--- src/rtl/lc3_ctrl.sv ---
// ---------------------------------------------------------------------------
// lc3_ctrl
// Multi-cycle control sequencer for a small LC-3 core. It holds PC, IR, MAR,
// MDR and the condition codes. It drives an external memory, an external
// 8x16 register file and an external 2-bit-opcode ALU.
// Each instruction steps through FETCH / DECODE / EVADD / OPERFETCH / STORE.
// Supported instructions: ADD, AND, NOT, BR, LD, ST, LEA, JMP and TRAP.
// TRAP halts the core. Any other opcode halts it and sets the illegal flag.
//
// Ports
//   clk, rst          clock; asynchronous active-high reset
//   i_run             while low the sequencer idles in FETCH
//   o_mem_addr        memory address (low ADDR_W bits of PC or MAR)
//   o_mem_wdata       memory write data (MDR)
//   o_mem_we          memory write strobe; the write lands at the clock edge
//   i_mem_rdata       combinational memory read data for o_mem_addr
//   o_rf_dr/sr1/sr2   register file write / read addresses
//   o_rf_we           register file write enable
//   o_rf_wdata        register file write data
//   i_rf_sr1/2_data   combinational register file read data
//   o_alu_op          ALU operation: 00 ADD, 01 AND, 10 NOT
//   o_alu_a/b         ALU operands
//   i_alu_y           ALU result
//   o_pc, o_ir, o_cc  architectural state (cc = {N,Z,P})
//   o_state           current FSM state (debug / checker visibility)
//   o_halted          sticky; set by TRAP or by an illegal opcode
//   o_illegal         sticky; set by an unsupported opcode
// ---------------------------------------------------------------------------
module lc3_ctrl #(
    parameter int ADDR_W = 7
) (
    input  logic              clk,
    input  logic              rst,
    input  logic              i_run,
    output logic [ADDR_W-1:0] o_mem_addr,
    output logic [15:0]       o_mem_wdata,
    output logic              o_mem_we,
    input  logic [15:0]       i_mem_rdata,
    output logic [2:0]        o_rf_dr,
    output logic [2:0]        o_rf_sr1,
    output logic [2:0]        o_rf_sr2,
    output logic              o_rf_we,
    output logic [15:0]       o_rf_wdata,
    input  logic [15:0]       i_rf_sr1_data,
    input  logic [15:0]       i_rf_sr2_data,
    output logic [1:0]        o_alu_op,
    output logic [15:0]       o_alu_a,
    output logic [15:0]       o_alu_b,
    input  logic [15:0]       i_alu_y,
    output logic [15:0]       o_pc,
    output logic [15:0]       o_ir,
    output logic [2:0]        o_cc,
    output logic [2:0]        o_state,
    output logic              o_halted,
    output logic              o_illegal
);

    typedef enum logic [2:0] {
        S_FETCH     = 3'b000,
        S_DECODE    = 3'b001,
        S_EVADD     = 3'b010,
        S_OPERFETCH = 3'b011,
        S_STORE     = 3'b100,
        S_HALT      = 3'b101
    } state_t;

    localparam logic [3:0] OP_BR   = 4'b0000;
    localparam logic [3:0] OP_ADD  = 4'b0001;
    localparam logic [3:0] OP_LD   = 4'b0010;
    localparam logic [3:0] OP_ST   = 4'b0011;
    localparam logic [3:0] OP_AND  = 4'b0101;
    localparam logic [3:0] OP_NOT  = 4'b1001;
    localparam logic [3:0] OP_JMP  = 4'b1100;
    localparam logic [3:0] OP_LEA  = 4'b1110;
    localparam logic [3:0] OP_TRAP = 4'b1111;

    state_t      r_state;
    logic [15:0] r_pc;
    logic [15:0] r_ir;
    logic [15:0] r_mar;
    logic [15:0] r_mdr;
    logic [2:0]  r_cc;
    logic        r_halted;
    logic        r_illegal;

    logic [3:0]  w_op;
    logic [15:0] w_sext9;
    logic [15:0] w_sext5;
    logic [15:0] w_pc_off;
    logic        w_is_alu;
    logic        w_br_taken;
    logic [2:0]  w_cc_next;
    logic        w_unused_mar;

    assign w_op     = r_ir[15:12];
    assign w_sext9  = {{7{r_ir[8]}}, r_ir[8:0]};
    assign w_sext5  = {{11{r_ir[4]}}, r_ir[4:0]};
    // PC has already been incremented by FETCH, so this is the LC-3
    // PC-relative address for BR, LEA, LD and ST.
    assign w_pc_off = r_pc + w_sext9;
    assign w_is_alu = (w_op == OP_ADD) || (w_op == OP_AND) || (w_op == OP_NOT);
    // IR[11:9] = {n,z,p} lines up bit-for-bit with CC = {N,Z,P}; 000 never branches.
    assign w_br_taken = |(r_ir[11:9] & r_cc);
    assign w_cc_next  = {o_rf_wdata[15], (o_rf_wdata == 16'h0000),
                         ~o_rf_wdata[15] & (o_rf_wdata != 16'h0000)};
    // Only the low ADDR_W bits of MAR reach memory; the rest alias away.
    assign w_unused_mar = ^r_mar;

    assign o_pc        = r_pc;
    assign o_ir        = r_ir;
    assign o_cc        = r_cc;
    assign o_state     = r_state;
    assign o_halted    = r_halted;
    assign o_illegal   = r_illegal;
    assign o_mem_wdata = r_mdr;
    assign o_rf_dr     = r_ir[11:9];
    assign o_rf_sr2    = r_ir[2:0];
    assign o_alu_a     = i_rf_sr1_data;

    // Datapath steering: Moore-style decode of state and IR.
    always_comb begin
        o_mem_addr = r_pc[ADDR_W-1:0];
        o_mem_we   = 1'b0;
        o_rf_we    = 1'b0;
        o_rf_sr1   = r_ir[8:6];
        o_alu_op   = 2'b00;
        o_alu_b    = r_ir[5] ? w_sext5 : i_rf_sr2_data;
        o_rf_wdata = i_alu_y;

        case (w_op)
            OP_AND:  o_alu_op = 2'b01;
            OP_NOT:  o_alu_op = 2'b10;
            default: o_alu_op = 2'b00;
        endcase

        if (w_op == OP_NOT) begin
            o_alu_b = 16'h0000;
        end

        case (w_op)
            OP_LD:   o_rf_wdata = r_mdr;
            OP_LEA:  o_rf_wdata = w_pc_off;
            default: o_rf_wdata = i_alu_y;
        endcase

        // EVADD reads the ST source register; every other state reads the
        // SR1/BaseR field.
        if (r_state == S_EVADD) begin
            o_rf_sr1 = r_ir[11:9];
        end

        if (r_state == S_OPERFETCH || (r_state == S_STORE && w_op == OP_ST)) begin
            o_mem_addr = r_mar[ADDR_W-1:0];
        end

        if (r_state == S_STORE) begin
            o_mem_we = (w_op == OP_ST);
            o_rf_we  = w_is_alu || (w_op == OP_LD) || (w_op == OP_LEA);
        end
    end

    always_ff @(posedge clk or posedge rst) begin
        if (rst) begin
            r_state   <= S_FETCH;
            r_pc      <= 16'h0000;
            r_ir      <= 16'h0000;
            r_mar     <= 16'h0000;
            r_mdr     <= 16'h0000;
            r_cc      <= 3'b010;
            r_halted  <= 1'b0;
            r_illegal <= 1'b0;
        end else begin
            if (o_rf_we) begin
                r_cc <= w_cc_next;
            end

            case (r_state)
                S_FETCH: begin
                    if (i_run) begin
                        r_ir    <= i_mem_rdata;
                        r_pc    <= r_pc + 16'd1;
                        r_state <= S_DECODE;
                    end
                end

                S_DECODE: begin
                    case (w_op)
                        OP_ADD, OP_AND, OP_NOT, OP_BR, OP_LEA, OP_JMP:
                            r_state <= S_STORE;
                        OP_LD, OP_ST:
                            r_state <= S_EVADD;
                        OP_TRAP: begin
                            r_state  <= S_HALT;
                            r_halted <= 1'b1;
                        end
                        default: begin
                            r_state   <= S_HALT;
                            r_halted  <= 1'b1;
                            r_illegal <= 1'b1;
                        end
                    endcase
                end

                S_EVADD: begin
                    r_mar <= w_pc_off;
                    if (w_op == OP_ST) begin
                        r_mdr   <= i_rf_sr1_data;
                        r_state <= S_STORE;
                    end else begin
                        r_state <= S_OPERFETCH;
                    end
                end

                S_OPERFETCH: begin
                    r_mdr   <= i_mem_rdata;
                    r_state <= S_STORE;
                end

                S_STORE: begin
                    if (w_op == OP_BR && w_br_taken) begin
                        r_pc <= w_pc_off;
                    end else if (w_op == OP_JMP) begin
                        r_pc <= i_rf_sr1_data;
                    end
                    r_state <= S_FETCH;
                end

                S_HALT: begin
                    r_state <= S_HALT;
                end

                default: begin
                    r_state <= S_FETCH;
                end
            endcase
        end
    end

endmodule

--- config.mk ---
export PLATFORM = sky130hd
export DESIGN_NAME = lc3_ctrl
export DESIGN_NICKNAME = d
export VERILOG_FILES = /design/src/rtl/lc3_ctrl.sv
export SDC_FILE = /design/constraint.sdc
export NUM_CORES = 1
export LEC_CHECK = 0
export ABC_AREA = 1
export BUFFER_PORTS_ARGS = -buffer_cell sky130_fd_sc_hd__buf_2
export CAP_MARGIN = 20
export CORE_ASPECT_RATIO = 1.2
export CORE_MARGIN = 8
export CORE_UTILIZATION = 51
export DETAILED_ROUTE_END_ITERATION = 10
export MAX_ROUTING_LAYER = met4
export PLACE_DENSITY = 0.87
export RECOVER_POWER = 50
export SKIP_CTS_REPAIR_TIMING = 1
export SLEW_MARGIN = 15
export SYNTH_ARGS = -nofsm -noshare
export SYNTH_HDL_FRONTEND = slang
export SYNTH_SLANG_ARGS = --single-unit
--- constraint.sdc ---
create_clock -name clk -period 2.3 [get_ports clk]
set_input_delay 0.345 -clock clk [delete_from_list [all_inputs] [get_ports clk]]
set_output_delay 0.345 -clock clk [all_outputs]
set_load 0.02 [all_outputs]
## Yosys cells after proc, flatten, opt, wreduce, memory -nomap -nowiden

Cells that the tools add are included.

| cells by class | value |
|---|---|
| $add $sub $neg | 2 |
| multipliers | 0 |
| divide/modulo/power cells | 0 |
| magnitude comparators | 0 |
| equal/unequal tests | 16 |
| shift operators | 0 |
| muxes and demuxes | 18 |
| bitwise gates (word level) | 5 |
| reductions and logical operators | 23 |

Operators with widths:

| cell | count |
|---|---|
| $mux 16 | 6 |
| $pmux 16 s2 | 3 |
| $add 16x1->16 const B | 1 |
| $add 16x16->16 | 1 |
| $eq 4x4->1 const B | 4 |
| $logic_not 16->1 | 1 |
| $reduce_bool 16->1 | 1 |
| $pmux 3 s5 | 1 |
| $mux 3 | 3 |
| $reduce_or 9->1 | 1 |
| $eq 4x2->1 const B | 2 |
| $reduce_and 2->1 | 4 |
| $reduce_or 8->1 | 1 |
| $mux 7 | 1 |
| $eq 3x2->1 const B | 2 |
| $eq 3x3->1 const B | 2 |
| $pmux 3 s2 | 1 |
| $reduce_or 6->1 | 1 |
| $logic_or 1x1->1 | 5 |
| $eq 4x1->1 const B | 1 |
| $eq 4x3->1 const B | 1 |
| $logic_not 4->1 | 1 |
| $pmux 2 s2 | 1 |
| $reduce_bool 2->1 | 2 |
| 13 further kinds | 17 |

| word-level totals | value |
|---|---|
| flip-flop bits (word level) | 63 |
| bits in latches | 0 |
| RAM bits | 0 |
| memory bits (read-only) | 0 |
| input bits | 67 |
| output and inout bits | 124 |
| logic and storage cells | 72 |
| memories | 0 |

## Longest topological paths before layout

Gate-level depths: netlist of run 1.

| depth | value |
|---|---|
| depth in word-level cells | 6 |
| mapped depth | 17 |
| depth with buffers taken out | 17 |

## Worst setup path after synthesis of run 1

OpenSTA, ideal clock, no wires.

| timing | value |
|---|---|
| path type | register to register |
| start | register r_pc[0] (netlist: o_pc[0]) |
| end | register r_cc[0] (netlist: o_cc[0]) |
| library setup time | 0.121 ns |
| data arrival time | 2.208 ns |
| required time | 2.179 ns |
| path slack | -0.029 ns |
| cell stages (with the launch flop) | 15 |
| path buffers | 0 |
| clock period less this slack | 2.329 ns |
| path through | dfrtp_1 ha_1 fa_1 nand2_1 nand2_1 nand3_1 nand2_1 nand2_1 nand3_1 nand3_1 nand2_1 nor2_1 nand3_1 o21bai_1 nand2_1 |

| on the way | value |
|---|---|
| longest elaborated chain between the ends | 4 |
| elaborated cells on any way between the ends | 5 |
| those cells by class | 1 x add/sub; 1 x mux; 2 x bitwise; 1 x reduce/logical |

RTL lines:

| item | RTL line | text |
|---|---|---|
| from (decl) | 78 | `logic [15:0] r_pc;` |
| from (signal assigned) | 181 | `r_pc <= r_pc + 16'd1;` |
| from (signal assigned) | 221 | `r_pc <= w_pc_off;` |
| from (signal assigned) | 223 | `r_pc <= i_rf_sr1_data;` |
| $add 16x16->16 | 100 | `assign w_pc_off = r_pc + w_sext9;` |
| $pmux 16 s2 | 140 | `case (w_op)` |
| named net o_rf_wdata[14] | 43 | `output logic [15:0] o_rf_wdata,` |
| $reduce_bool 16->1 | 105 | `~o_rf_wdata[15] & (o_rf_wdata != 16'h0000)};` |
| $and 1x1->1 | 105 |  |
| to (signal assigned) | 174 | `r_cc <= w_cc_next;` |
| to (decl) | 82 | `logic [2:0] r_cc;` |

The timed path passes the listed nets, and every way through them passes these cells.
A chain may end at the register's enable or synchronous reset.

## Final worst setup path of run 1

| timing | value |
|---|---|
| start | register r_ir[8] (netlist: o_ir[8]) |
| end | output o_rf_wdata[12] |

| on the way | value |
|---|---|
| longest elaborated chain between the ends | 2 |

RTL lines:

| item | RTL line | text |
|---|---|---|
| from (decl) | 79 | `logic [15:0] r_ir;` |
| from (signal assigned) | 180 | `r_ir <= i_mem_rdata;` |
| $add 16x16->16 | 100 |  |
| $pmux 16 s2 | 140 |  |
| to (decl) | 43 |  |

No other way between the ends.

==> summary.txt, run 1 <==
Synthesis
  – Syn nets: 904
  – Mapped Avg Cell Area: 6.35 um^2
  – Yosys reg bits: 63
  – Cell Area, Synth: 5210 um^2
  – Mapped Cells: 820
  – Commonest cells in the netlist: nand2_1, inv_1, nor2_1
  – Top_reg_cell synth: dfrtp_1
  – Synth top area cells: dfrtp_1, nand2_1, inv_1, a21oi_1, nor2_1
  – Top-area cell type share of the netlist area: 0.298
  – Seq/Total Area, Yosys: 0.303
  – EDFF count, synth: 0
  – Area leader, netlist: dfrtp_1
  – Synth warn: 0
  – Library cells used by synthesis: 46
  – Most frequent cell after synthesis: nand2_1
  – Synth async-reset ratio: 1.00

Timing
  – Fmax achieved: 393 MHz
  – Minimum clock period: 2.55 ns
  – Slew margin rel.: 0.469
  – Final setup fails: 15
  – Slew Limit Fails: 0
  – Fin worst setup slack: -0.247 ns
  – Setup Skew: 0.00718 ns
  – Worst-Margin Slew: 0.796 ns
  – RSZ-0062 raised after global routing: true
  – Hold Fails Final Rpt: 0
  – Final Cycle Share: 1.11

Run
  – Max cap viols: 0

Clock tree
  – Clock latency on the worst-skew pair: 0.34 ns
  – CTS clock-pin slew for the worst setup and hold paths: 0.06 ns
  – CTS root buf: clkbuf_16
  – Cts bufs inserted: 9
  – Clock buffer depth: 2
  – Clock sinks: 63
  – H-tree levels: 3
  – TritonCTS clock tree: built

Power
  – Peak VDD IR: 958 uV
  – Leakage power: 3.83 nW
  – Power per Cell Area: 1840 nW/um^2

Global routing
  – Grt total ovfl: 0
  – Initial antenna violation count: 0
  – Vias in the first global route: 6105
  – First-pass GRT wire length: 31200 um
  – Pin count of the biggest net entering global routing: 34
  – GRT Util Overall: 0.299

Detailed routing
  – DR DRC count: 0
  – Drt via density: 5.55
  – Initial DRC Count: 503
  – Post-route ant nets: 0
  – Final wirelength: 21500 um
  – Vias: 6477
  – Wire per inst: 18.4 um
  – Detailed Routing Iterations Pass 1: 5

Outcome
  – Outcome: complete, but fails checks
  – Failing checks: setup timing

Final layout
  – Antenna cells: 0
  – Fill cell count: 802
  – Area delta synth->final: 39.2%
  – Layout Cells excl Fill: 1166
  – Nets: 1119
  – Share of layout cells above drive strength 1: 0.330

Worst setup path
  – CP Data Arrival Time: 2.20 ns
  – CP startpoint kind: register
  – Worst Path Required: 1.96 ns
  – CP Max Fanout: 6
  – Setup crit end kind: output port
  – Crit Path Category: register to output port

Floorplan
  – Die X-Extent: 108 um
  – Site Rows: 40
  – Initial Util: 0.523
  – Die Height: 127 um
  – IO Count: 191
  – Die Area: 13700 um^2
  – Core ar.: 9960 um^2

Placement
  – Input/output buffers: 190
  – Dpl hpwl: 16300 um
  – Placed Instances: 1135
  – Setup WS pre-CTS: 0.00520 ns
  – GP Congestion: 0.956

Worst hold path
  – Tightest Hold Check Type: input pin to register
per-layer routing:
layer | vias to the layer above | GRT usage | routed length [um]
met1 | 2994 | 0.347 | 7910
li1 | 3028 | - | -
met5 | - | - | 0
met2 | 382 | 0.491 | 10600
met4 | 0 | 0.142 | 945
met3 | 73 | 0.0471 | 2010
final cells by class:
class / count / area (um^2) / area share
Sequential cell: 63 / 1590 / 0.219
Tap cell: 126 / 158 / 0.0218
Timing Repair Buffer: 253 / 1450 / 0.200
Clock buffer: 15 / 258 / 0.0356
Multi-Input combinational cell: 574 / 3250 / 0.449
Inverter: 134 / 512 / 0.0706
Clock inverter: 1 / 30.0 / 0.00414
through the flow:
step                TNS, ns  cell area, um^2  hold WS, ns  total power, W  utilization
global route          -3.82             7250        0.292          0.0142        0.728
finish                -1.90             7250        0.282          0.0133        0.728
floorplan                 0             5210        0.442         0.00743            -
CTS                   -3.76             6700      -0.0382          0.0117        0.673
detailed placement        0             6410        0.311          0.0103        0.644
global placement          0             6410        0.303          0.0102        0.644
state kept, by name, indices dropped and copies added (netlist names):
name / flops
o_cc: 3
o_halted: 1
o_illegal: 1
o_ir: 16
o_mem_wdata: 16
o_pc: 16
o_state: 3
r_mar: 7
cell families after synthesis:
logic type | share of synthesized area
multiplexers | 0.00216
flip-flops | 0.303
AO/OA/AOI/OAI | 0.181
adder cells (fa/ha/maj) | 0.0423
AND/OR/NAND/NOR | 0.307
buffers and inverters | 0.153
XOR/XNOR | 0.0118
worst paths after layout:
check                                start        endpoint  slack, ns  cells past startpoint
min reg2reg                       o_halted        o_halted       0.47                      1
max reg2reg                        o_ir[1]         o_cc[1]       0.01                     16
min                        i_mem_rdata[11]        o_ir[11]       0.28                      3
max                                o_ir[8]  o_rf_wdata[12]      -0.25                     10
max in group asynchronous              rst        o_pc[12]       0.53                      4
min in group asynchronous              rst         o_ir[1]       0.58                      3
where the power goes:
part	switching, W	internal [W]	total (W)	leakage, nW
registers	0.000578	0.00163	0.00221	0.708
logic	0.00623	0.00352	0.00975	2.98
clock network	0.000484	0.000871	0.00135	0.138
critical path: stages, from the launching register on:
cell and delay [ns]:
dfrtp_2 0.48, buf_6 0.17, ha_4 0.27, nand2_4 0.10, inv_1 0.07, a21oi_2 0.20
nand3_1 0.12, nand2_1 0.11, nand3_2 0.09, nand2_2 0.10, buf_4 0.14
layout by cell type (no fill, tap or decap), types with 8 or more instances in the layout:
| cell | Yosys | layout |
|---|---|---|
| o211ai_1 | 19 | 19 |
| o21ai_0 | 57 | 54 |
| o21ai_1 | 8 | 10 |
| nand3_2 | 1 | 8 |
| nand2_4 | 4 | 11 |
| nor2_1 | 77 | 65 |
| buf_6 | 1 | 10 |
| dfrtp_1 | 62 | 53 |
| inv_2 | 12 | 17 |
| buf_4 | 23 | 62 |
| nor2_2 | 2 | 10 |
| nand3_1 | 42 | 34 |
| a21oi_1 | 66 | 59 |
| buf_2 | 10 | 132 |
| nand2_1 | 229 | 199 |
| clkbuf_16 | 0 | 9 |
| inv_1 | 120 | 112 |
| ha_4 | 0 | 11 |
| dfrtp_2 | 0 | 9 |
| clkbuf_1 | 14 | 50 |
| nand2_2 | 4 | 26 |
Note: power is estimated with default switching activity, not from simulation.
==> run 2: changes to the inputs <==
- CAP_MARGIN: 20 -> 25
- CORE_UTILIZATION: 51 -> 55
- HOLD_SLACK_MARGIN: unset -> 0.03
- PLACE_DENSITY: 0.87 -> 0.93
- clock period: 2.3 -> 3.15 ns (I/O delays scaled with it)
==> run 2 against run 1 <==
Compared with the run above: the run ends with capacitance limit, slew limit left; clock skew grew 0.00094 ns; sequential power fell by 24%; routed wire length down 9.9%; clock power shrank 29%; register-to-register slack better by 0.48 ns; critical path depth unchanged; final cell count down 4.8%; hold slack gained 0.12 ns; utilization decreased by 5.6 points; first-iteration DRC count decreased by 6.2%.
==> summary.txt, run 2 (synthesis results as in run 1) <==
Power
  – Clk pwr share: 0.119
  – Peak VDD IR: 777 uV
  – Reg power frac: 0.208
  – Tot Pwr: 0.00804 W
  – Leakage power: 3.48 nW
  – Sw frac: 0.575
  – Power per Cell Area: 1280 nW/um^2
  – Sw power: 0.00462 W
  – Combinational share of power: 0.673
  – Internal power: 0.00342 W

Timing
  – Fmax achieved: 332 MHz
  – Worst-Margin Slew: 1.53 ns
  – Total Neg Setup Slack: 0 ns
  – Slew Limit Fails: 40
  – Fin worst setup slack: 0.138 ns
  – Setup Skew: 0.00812 ns
  – Slew margin rel.: -0.0208
  – Hold slack: 0.405 ns
  – Hold Fails Final Rpt: 0
  – RSZ-0062 raised after global routing: false
  – Final Cycle Share: 0.956
  – Minimum clock period: 3.01 ns
  – Final setup fails: 0

Outcome
  – Failing checks: capacitance limit, slew limit
  – Outcome: complete, but fails checks

Worst hold path
  – Tightest Hold Check Type: input pin to register
  – Min-delay src: i_mem_rdata[10]

Detailed routing
  – DR DRC count: 0
  – Detailed Routing Iterations Pass 1: 7
  – Initial DRC Count: 472
  – Vias: 6134
  – Final wirelength: 19300 um
  – Post-route ant nets: 0
  – Wire per inst: 17.4 um
  – Drt via density: 5.53

Worst setup path
  – Crit Path Category: register to output port
  – Worst Setup SP: o_ir[0]
  – Critical path's largest stage delay: 0.46 ns
  – R2r startpoint: o_ir[0]
  – Top cell by count, worst path: nand2_1
  – Crit path buf inv count: 1
  – Setup crit end kind: output port
  – CP startpoint kind: register
  – CP Max Fanout: 5
  – CP delay by family, top: adder cells
  – CP Data Arrival Time: 2.54 ns
  – Worst Path Required: 2.68 ns
  – CP cell instances: ha_1 -> fa_1 -> nand2_1 -> nand2_1 -> nand3_1 -> a21oi_1 -> o21ai_0 -> nand3_1 -> nand2_1 -> buf_2
  – Slowest cell on crit path: dfrtp_1

Clock tree
  – TritonCTS clock tree: built
  – CTS clock-pin slew for the worst setup and hold paths: 0.05 ns
  – Cts bufs inserted: 9
  – Clock latency on the worst-skew pair: 0.34 ns
  – Clock sinks: 63
  – H-tree levels: 3
  – CTS root buf: clkbuf_16
  – Clock buffer depth: 2

Floorplan
  – Die Height: 123 um
  – Die X-Extent: 105 um
  – Core ar.: 9370 um^2
  – Initial Util: 0.556
  – Die Area: 12900 um^2
  – IO Count: 191
  – Site Rows: 39

Global routing
  – First-pass GRT wire length: 30400 um
  – Grt total ovfl: 0
  – GRT Util Overall: 0.307
  – Vias in the first global route: 6049
  – Initial antenna violation count: 1
  – Pin count of the biggest net entering global routing: 40

Run
  – Max cap viols: 1

Placement
  – Dpl hpwl: 15600 um
  – Input/output buffers: 190
  – GP Congestion: 1.06
  – Setup WS pre-CTS: 0.533 ns

Final layout
  – Fill cell count: 886
  – Register area: 1580 um^2
  – Commonest non-fill, non-tap cells in the layout: nand2_1, buf_2, inv_1, nor2_1, a21oi_1
  – Share of layout cells above drive strength 1: 0.186
  – Final core occ: 0.672
  – Area delta synth->final: 20.9%
  – Nets: 1066
  – Area taken by multi-input logic gates: 2830 um^2
  – Commonest non-fill, non-tap cell in the layout: nand2_1
[run 2: cell types whose count changed in the layout (fill, tap and decap cells not counted), moves of 13 or more]
cell / before / now
buf_4: 62 / 8
clkbuf_1: 50 / 63
ha_1: 2 / 16
nand2_1: 199 / 229
nand2_2: 26 / 4
nor2_1: 65 / 78
[run 2: metrics by stage]
| step | instances | cell area (um^2) |
|---|---|---|
| after global placement | 1094 | 6100 |
| final | 1110 | 6300 |
| after global routing | 1110 | 6300 |
| after floorplan | 820 | 5210 |
| after detailed placement | 1094 | 6100 |
| after CTS | 1109 | 6380 |
[run 2: worst min-delay path, delay by kind of cell]
kind            cells  cell delay, ns
simple gates        1            0.04
buf+inv             1            0.09
compound gates      1            0.09
[run 2: per-layer routing]
metal	vias to the layer above	global-route usage	wire length, um
li1	2931	-	-
met1	2807	0.336	7390
met4	0	0.142	727
met2	334	0.528	9550
met3	62	0.0625	1690
met5	-	-	0
[run 2: power by group through the flow]
stage / logic (W) / clock network, W / registers [W]
6_report: 0.00541 / 0.000955 / 0.00167
4_1_cts: 0.00544 / 0.000959 / 0.00166
5_1_grt: 0.00598 / 0.000985 / 0.00173
2_1_floorplan: 0.00348 / 0 / 0.00194
3_3_place_gp: 0.00538 / 0 / 0.00164
3_5_place_dp: 0.00540 / 0 / 0.00167
[run 2: final timing paths]
path,endpoint,slack [ns],cells past startpoint
worst max-delay path,o_rf_wdata[10],0.14,10
worst min-delay path,o_ir[10],0.41,3
worst max register to register,o_cc[0],0.49,13
worst min register to register,o_halted,0.46,1
max in group asynchronous,o_pc[12],1.16,3
min in group asynchronous,o_illegal,0.59,2
[run 2: final cells by class]
class | count | share of cell area
flip-flops and latches | 63 | 0.251
repair buffers | 200 | 0.150
clock inverters | 3 | 0.00278
multi-input cells | 574 | 0.450
diodes | 1 | 0.000397
clock buffers | 12 | 0.0423
well taps | 123 | 0.0244
inverters | 134 | 0.0801
==> run 3: changes to the inputs <==
--- a/config.mk
+++ b/config.mk
@@ -13,2 +13,3 @@
 export CORE_UTILIZATION = 55
+export CTS_CLUSTER_SIZE = 14
 export DETAILED_ROUTE_END_ITERATION = 10
--- a/constraint.sdc
+++ b/constraint.sdc
@@ -3,2 +3,2 @@
 set_output_delay 0.4725 -clock clk [all_outputs]
-set_load 0.02 [all_outputs]
+set_load 0.1 [all_outputs]
==> run 3 against run 2 <==
Compared with the run above: the run still ends with capacitance limit, slew limit left; non-clock buffer count is the same; worst setup slack got worse by 0.076 ns; via count rose by 1.7%; fmax decreased by 2.5%; critical endpoint is now o_rf_wdata[13]; clock skew fell by 0.0018 ns; utilization up 3.1 points; routed wire length up 3.0%; final area up 4.5%.
==> summary.txt, run 3 (synthesis results as in run 1) <==
Detailed routing
  – Final wirelength: 19900 um
  – Detailed Routing Iterations Pass 1: 5
  – Initial DRC Count: 686
  – Drt via density: 5.62
  – DR DRC count: 0
  – Vias: 6238
  – Wire per inst: 18.0 um
  – Post-route ant nets: 0

Worst setup path
  – Slowest cell on crit path: dfrtp_2
  – CP delay by family, top: simple AND/OR/NAND/NOR gates
  – CP cell instances: ha_1 -> or2_1 -> nand3_1 -> nand2_1 -> nand3_1 -> nand2_1 -> nand2_1 -> nand3_1 -> nand2_1 -> buf_2
  – Crit Path Category: register to output port
  – Top cell by count, worst path: nand2_1
  – CP Max Fanout: 6
  – Worst Path Required: 2.68 ns
  – CP startpoint kind: register
  – CP Data Arrival Time: 2.62 ns
  – Setup crit end kind: output port
  – Worst reg2reg path depth: 13
  – Crit path buf inv count: 1
  – WP depth: 10
  – Worst R2R Setup Slack: 0.56 ns
  – CP endpoint: o_rf_wdata[13]
  – Worst R2R End: o_cc[0]
  – Critical path's largest stage delay: 0.44 ns
  – Worst Setup SP: o_pc[2]
  – R2r startpoint: o_pc[0]

Final layout
  – Commonest non-fill, non-tap cell in the layout: nand2_1
  – Nets: 1066
  – Area delta synth->final: 26.4%
  – Area taken by multi-input logic gates: 2910 um^2
  – Register area: 1590 um^2
  – Antenna cells: 0
  – Share of layout cells above drive strength 1: 0.241
  – Commonest non-fill, non-tap cells in the layout: nand2_1, buf_2, inv_1, nor2_1, a21oi_1
  – Fill cell count: 824

Timing
  – Final setup fails: 0
  – Minimum clock period: 3.09 ns
  – Slew margin rel.: -0.0640
  – Fmax achieved: 324 MHz
  – Fin worst setup slack: 0.0617 ns
  – Setup Skew: 0.00636 ns
  – RSZ-0062 raised after global routing: false
  – Final Cycle Share: 0.980
  – Hold Fails Final Rpt: 0
  – Slew Limit Fails: 64
  – Worst-Margin Slew: 1.60 ns

Clock tree
  – Clock buffer depth: 2
  – CTS clock-pin slew for the worst setup and hold paths: 0.06 ns
  – CTS root buf: clkbuf_16
  – TritonCTS clock tree: built
  – Clock latency on the worst-skew pair: 0.34 ns
  – Cts bufs inserted: 9
  – Clock sinks: 63
  – H-tree levels: 3

Global routing
  – Vias in the first global route: 6145
  – GRT Util Overall: 0.314
  – Pin count of the biggest net entering global routing: 64
  – Grt total ovfl: 0
  – First-pass GRT wire length: 31000 um
  – Initial antenna violation count: 0

Floorplan
  – Site Rows: 39
  – Core ar.: 9370 um^2
  – Die X-Extent: 105 um
  – IO Count: 191
  – Initial Util: 0.556
  – Die Height: 123 um
  – Die Area: 12900 um^2

Placement
  – Setup WS pre-CTS: 0.405 ns
  – Input/output buffers: 190
  – GP Congestion: 1.01
  – Dpl hpwl: 15800 um

Outcome
  – Outcome: complete, but fails checks
  – Failing checks: capacitance limit, slew limit

Run
  – Max cap viols: 1

Worst hold path
  – Tightest Hold Check Type: input pin to register
[run 3: cell types whose count changed in the layout (fill, tap and decap cells not counted), moves of 6 or more]
cell,change
buf_12,+8
buf_2,+6
clkbuf_1,-21
dfrtp_1,-11
dfrtp_2,+11
nor2_1,-11
nor2_2,+11
o21ai_0,-9
o21ai_1,+7
[run 3: worst min path at each step]
stage | startpoint | end | slack (ns) | cells after the start
floorplan | r_mar[2] | r_mar[2] | 0.44 | 2
global placement | o_halted | o_halted | 0.45 | 1
detailed placement | o_halted | o_halted | 0.46 | 1
CTS | i_mem_rdata[14] | o_ir[14] | 0.40 | 2
global route | i_mem_rdata[14] | o_ir[14] | 0.41 | 2
finish | i_mem_rdata[14] | o_ir[14] | 0.40 | 2
[run 3: cell type report]
cell class	count	area share
inverters	134	0.0766
flip-flops and latches	63	0.242
well taps	123	0.0234
clock inverters	7	0.0146
repair buffers	200	0.168
clock buffers	9	0.0342
multi-input cells	574	0.441
[run 3: through the flow]
step	utilization	area [um^2]	hold slack (ns)	TNS, ns	cells
floorplan	-	5290	0.442	-4.32	820
global placement	0.673	6300	0.445	0	1094
detailed placement	0.673	6300	0.456	0	1094
CTS	0.707	6630	0.397	0	1110
global route	0.703	6580	0.406	0	1110
finish	0.703	6580	0.399	0	1110
[run 3: routing by layer]
metal	global-route usage	share of wire
met5	-	0
met4	0.179	0.048
met3	0.0593	0.094
met2	0.520	0.48
met1	0.350	0.37
Power of run 3 is not shown: default switching activity piles up to over one toggle a cycle in this logic, so the estimate is an artifact.
